$ cat config.mk
export PLATFORM = sky130hd
export DESIGN_NAME = rx_uart
export DESIGN_NICKNAME = d
export VERILOG_FILES = /design/src/rtl/uart_pkg.sv /design/src/rtl/rx_sync.sv /design/src/rtl/rx_uart.sv
export SDC_FILE = /design/constraint.sdc
export NUM_CORES = 1
export LEC_CHECK = 0
export ABC_AREA = 0
export CORE_MARGIN = 2
export CORE_UTILIZATION = 41
export DETAILED_ROUTE_END_ITERATION = 10
export GPL_TIMING_DRIVEN = 0
export SYNTH_ARGS = -nofsm -noshare
export SYNTH_HDL_FRONTEND = slang
export SYNTH_SLANG_ARGS = --single-unit
$ cat constraint.sdc
create_clock -name clk_i -period 4.4 [get_ports clk_i]
set_input_delay 0.44 -clock clk_i [delete_from_list [all_inputs] [get_ports clk_i]]
set_output_delay 0.44 -clock clk_i [all_outputs]
set_load 0.01 [all_outputs]
$ cat src/rtl/uart_pkg.sv
// Shared UART definitions: frame shape, default bit timing and receiver FSM states.
// Used by both ends of the link so transmitter and receiver agree on framing.
package uart_pkg;

    localparam int UART_DATA_BITS    = 8;
    localparam int UART_FRAME_BITS   = 11;
    localparam int UART_PARITY_EVEN  = 1;
    localparam int UART_CLKS_PER_BIT = 16;

    typedef enum logic [2:0] {
        RX_IDLE,
        RX_START,
        RX_DATA,
        RX_PARITY,
        RX_STOP,
        RX_WAIT_HIGH
    } rx_state_t;

    // Parity bit a correct transmitter would append to this data byte.
    function automatic logic parity_bit(input logic [UART_DATA_BITS-1:0] data);
        return (UART_PARITY_EVEN != 0) ? ^data : ~^data;
    endfunction

endpackage

$ cat src/rtl/rx_sync.sv
// Two-flop synchronizer for asynchronous inputs, with a caller-chosen reset value
// so idle-high lines come out of reset without a false edge.
module rx_sync #(
    parameter int WIDTH = 1
) (
    input  logic             clk_i,
    input  logic             rst_i,
    input  logic [WIDTH-1:0] rst_val,
    input  logic [WIDTH-1:0] din,
    output logic [WIDTH-1:0] dout
);

    logic [WIDTH-1:0] meta;

    always_ff @(posedge clk_i) begin
        if (rst_i) begin
            meta <= rst_val;
            dout <= rst_val;
        end else begin
            meta <= din;
            dout <= meta;
        end
    end

endmodule

$ cat src/rtl/rx_uart.sv
// UART receiver: 2-FF synchronized line, mid-bit sampling, 8E1 deframing with status.
// Parity checking is enabled by defining RX_UART_PARITY_CHECK_EN; otherwise parity_err_o stays 0.
module rx_uart #(
    parameter int CLKS_PER_BIT = uart_pkg::UART_CLKS_PER_BIT
) (
    input  logic       clk_i,
    input  logic       rst_i,
    input  logic       dato_serie_i,
    output logic [7:0] dato_rx_o,
    output logic       valid_o,
    output logic       parity_err_o,
    output logic       frame_err_o,
    output logic       busy_o
);

    import uart_pkg::*;

    localparam int CNT_W = $clog2(CLKS_PER_BIT);
    localparam int IDX_W = $clog2(UART_DATA_BITS);
    localparam logic [CNT_W-1:0] CNT_LAST = CNT_W'(CLKS_PER_BIT - 1);
    localparam logic [CNT_W-1:0] CNT_HALF = CNT_W'(CLKS_PER_BIT / 2 - 1);
    localparam logic [IDX_W-1:0] IDX_LAST = IDX_W'(UART_DATA_BITS - 1);

`ifdef RX_UART_PARITY_CHECK_EN
    localparam logic PARITY_CHECK = 1'b1;
`else
    localparam logic PARITY_CHECK = 1'b0;
`endif

    logic                      rx_s;
    rx_state_t                 state;
    logic [CNT_W-1:0]          cnt;
    logic [IDX_W-1:0]          idx;
    logic [UART_DATA_BITS-1:0] shreg;
    logic                      perr;
    logic                      bit_tick;

    rx_sync #(
        .WIDTH(1)
    ) u_sync (
        .clk_i  (clk_i),
        .rst_i  (rst_i),
        .rst_val(1'b1),
        .din    (dato_serie_i),
        .dout   (rx_s)
    );

    // After the half-bit start alignment, every full bit period lands mid-bit.
    assign bit_tick = (cnt == CNT_LAST);
    assign busy_o   = (state != RX_IDLE);

    always_ff @(posedge clk_i) begin
        if (rst_i) begin
            state        <= RX_IDLE;
            cnt          <= '0;
            idx          <= '0;
            shreg        <= '0;
            perr         <= 1'b0;
            dato_rx_o    <= 8'h00;
            valid_o      <= 1'b0;
            parity_err_o <= 1'b0;
            frame_err_o  <= 1'b0;
        end else begin
            valid_o <= 1'b0;
            case (state)
                RX_IDLE: begin
                    cnt <= '0;
                    if (!rx_s) state <= RX_START;
                end
                RX_START: begin
                    if (cnt == CNT_HALF) begin
                        cnt <= '0;
                        idx <= '0;
                        state <= rx_s ? RX_IDLE : RX_DATA;
                    end else begin
                        cnt <= cnt + 1'b1;
                    end
                end
                RX_DATA: begin
                    if (bit_tick) begin
                        cnt   <= '0;
                        shreg <= {rx_s, shreg[UART_DATA_BITS-1:1]};
                        idx   <= idx + 1'b1;
                        if (idx == IDX_LAST) state <= RX_PARITY;
                    end else begin
                        cnt <= cnt + 1'b1;
                    end
                end
                RX_PARITY: begin
                    if (bit_tick) begin
                        cnt   <= '0;
                        perr  <= PARITY_CHECK & (rx_s ^ parity_bit(shreg));
                        state <= RX_STOP;
                    end else begin
                        cnt <= cnt + 1'b1;
                    end
                end
                RX_STOP: begin
                    if (bit_tick) begin
                        cnt          <= '0;
                        dato_rx_o    <= shreg;
                        parity_err_o <= perr;
                        frame_err_o  <= ~rx_s;
                        valid_o      <= 1'b1;
                        state        <= rx_s ? RX_IDLE : RX_WAIT_HIGH;
                    end else begin
                        cnt <= cnt + 1'b1;
                    end
                end
                // A break holds the line low; wait for it to rise so it is not seen as a new start.
                RX_WAIT_HIGH: begin
                    cnt <= '0;
                    if (rx_s) state <= RX_IDLE;
                end
                default: state <= RX_IDLE;
            endcase
        end
    end

endmodule

==> results.md <==
* Worst-Skew Late Latency at between 0.3 and 0.4 ns
* Critical path class: reg -> out
* H-tree Lvls at 2
* Peak fanout along the critical path at 8
* Core ar. at 3310 um^2
* Area added between synthesis and finish at 21.3%
* Synth unique cells at 35
* Clk buf depth at 2
* Detailed Routing Iterations Pass 1 at 4
* # resized after CTS at 0
* Critical path arrival at 1.68 ns
* Crit start category: flip-flop
* Final Total Pwr at 675 uW
* Routed WL per cell at around 12 um
* Period minus WS final at 2.12 ns
* Register area at 601 um^2
* Post-Syn Nets at 157
* Wire length of the first global-routing pass at 4810 um
* Synth area leaders: dfxtp_1 (43%), mux2i_1 (13%), nor2_1 (6.1%)
* Crit path capture type: output pin
* Area taken by multi-input logic gates at 731 um^2
* Register area share after synthesis at 42.8%
* Number of buffers added on ports at 13
* Core Rows at 21
* Largest net degree at the start of global routing at 11
* Via count at 1049
* Synthesized flop and latch total at 30
* Share of post-route cells with drive strength above 1 at 15.1%
* Clock-pin transition on the worst setup and hold timing paths at 0.10 ns
* Detail Placement HPWL at 1800 um
* Lkg Pwr at 0.000684 uW
* VDD IR-drop max at ~220 uV
* Final worst setup slack at 2.28 ns
* CTS tree: done
* R2R depth at 6
* Period utilization at 48.1%
* R2R setup slack at between 2 and 3 ns
* Filler cell count at 342
* # DRC at 0
* Fin Clk Skew at 0.0116 ns
* RR Startpoint: cnt[0]$_SDFFE_PP0P_
* Clk Tree Root Cell: clkbuf_4
* Post-synth top area share at 42.8%
* DRT antenna net count at 0
* Worst R2R End: shreg[6]$_SDFFE_PP0P_
* Post-CTS Setup Bufs at 0
* Hold slack at 0.422 ns
* Initial Util at between 40% and 50%
* WP data required at 3.96 ns
* Setup TNS at 0 ns
* Hold worst-path end: u_sync.dout$_SDFF_PP1_
* Mapped Avg Cell Area at 9.30 um^2
* Io pins at 15
* Cell depth of the worst hold path at 1
* Final setup viols at 0
* Final hold viol count at 0
* Warnings, synthesis at 0
* Via density per instance at 4.81
* Clock tree sinks at 30
* Synthesized instance count at 151
* Vias in the first global route at roughly 1100
* Cell accounting for the most synthesized area: dfxtp_1
* Initial DRC Count at between 80 and 90
* Total global routing overflow at 0
* Clock buffer count from CTS at 5
* Utilization after layout at around half
* Initial antenna violation count at 0
* GRT Total Usage at 15.6%
* Hold Crit Start: u_sync.meta$_SDFF_PP1_
* Min-delay worst type: reg -> reg
* Gpl congestion at 0.787
* Fmax at 472 MHz
* Pre-CTS setup slack at approximately 2.3 ns
* Die area at 3910 um^2
* RSZ-0062 raised after global routing: false
* Routed Wire Length at 2570 um
* Outcome: complete, no violations
* Nets@finish at 177
* Max cap viols at 0
* Antenna diode instance count at 0
* Synth Cell Area at 1400 um^2
* Max Slew Vio Count at 0
* Post-CTS Hold Fix Bufs at 0
* P per Cell Area at 396 nW/um^2
* Die height at 62.5 um
* Die width at about 63 um
-- logic make-up (layout without fill, tap and decap cells) --
family | Yosys count | in the layout | share of synthesized area [%]
AND/OR/NAND/NOR | 65 | 65 | 24.1
XOR/XNOR | 2 | 2 | 2.32
AO/OA/AOI/OAI | 19 | 19 | 8.82
buffers and inverters | 12 | 33 | 5.17
multiplexers | 19 | 19 | 13.9
flip-flops | 30 | 30 | 42.8
adder cells (fa/ha/maj) | 3 | 3 | 2.67
other | 1 | 1 | 0.267
-- metal layers --
metal / GRT usage (%) / vias up / wire length, um
met5: 0 / - / 0
met4: 7.50 / 0 / 48
met3: 4.86 / 5 / 78
met2: 25.9 / 12 / 1150
met1: 18.1 / 478 / 1290
li1: - / 554 / -
-- final cells by class --
class                           count  share of cell area [%]
Buffer                             12                    4.26
Clock buffer                        6                    3.01
Clock inverter                      2                    3.53
Multi-Input combinational cell    109                    42.9
Sequential cell                    30                    35.3
Tap cell                           46                    3.38
Timing Repair Buffer               13                    7.64
-- where the power goes --
group	leakage, uW	switching, uW	internal (uW)
clock network	0.0000585	99.2	192
registers	0.000242	7.07	279
logic	0.000384	53.2	43.9
total	0.000684	159	515
-- metrics by stage --
stage | std cells | instance area (um^2)
after floorplan | 151 | 1400
after global placement | 210 | 1590
after detailed placement | 210 | 1590
after CTS | 218 | 1700
after global routing | 218 | 1700
final | 218 | 1700
-- critical path: stages, from the launching register on --
cell and delay (ns):
dfxtp_1 0.31, buf_4 0.15, or3_1 0.40, clkdlybuf4s50_1 0.49
-- synth_stat cells (all sizes together) --
cell type and n:
nand2b 10, ha 3, a211oi 1, o211ai 1, conb 1, o21ai 4, mux2 1, and2 2
or2 3, xor3 1, nor2 23, a21o 1, a21oi 9, xor2 1, or3b 2, buf 9
dfxtp 30, nand4 3, nor2b 1, a31oi 1, and4 1, mux2i 18, nor3 1, nor4 1
or3 5, clkbuf 3, nand3b 2, nand2 10, o221ai 1, nand3 1, o22ai 1
-- registers in the layout (all words and copies together) (netlist names) --
name,cells
cnt,4
dato_rx_o,8
frame_err_o,1
idx,3
shreg,8
state,3
u_sync.dout,1
u_sync.meta,1
valid_o,1
-- cell usage in the layout (no fill, tap or decap), drive strengths merged, types with 2 or more instances in the layout --
master and n:
mux2i 18, or3 5, clkdlybuf4s50 13, nor2 23
nand2 10, nand3b 2, and2 2, dfxtp 30
a21oi 9, clkbuf 9, ha 3, o21ai 4
or3b 2, or2 3, nand4 3, nand2b 10
buf 9, bufinv 2
-- how the worst max path moves through the flow --
stage                                startpoint                   endpoint  slack (ns)  cells past startpoint
after CTS                 state[2]$_SDFFE_PP0P_                     busy_o        2.27                      3
final                     state[2]$_SDFFE_PP0P_                     busy_o        2.28                      3
after global routing      state[2]$_SDFFE_PP0P_                     busy_o        2.19                      3
after global placement                    rst_i  dato_rx_o[6]$_SDFFE_PP0P_        2.39                      4
after floorplan             cnt[3]$_SDFFE_PP0P_      state[2]$_SDFFE_PP0P_        2.89                      5
after detailed placement                  rst_i  dato_rx_o[0]$_SDFFE_PP0P_        2.34                      4
(Power assumes the default switching activity.)
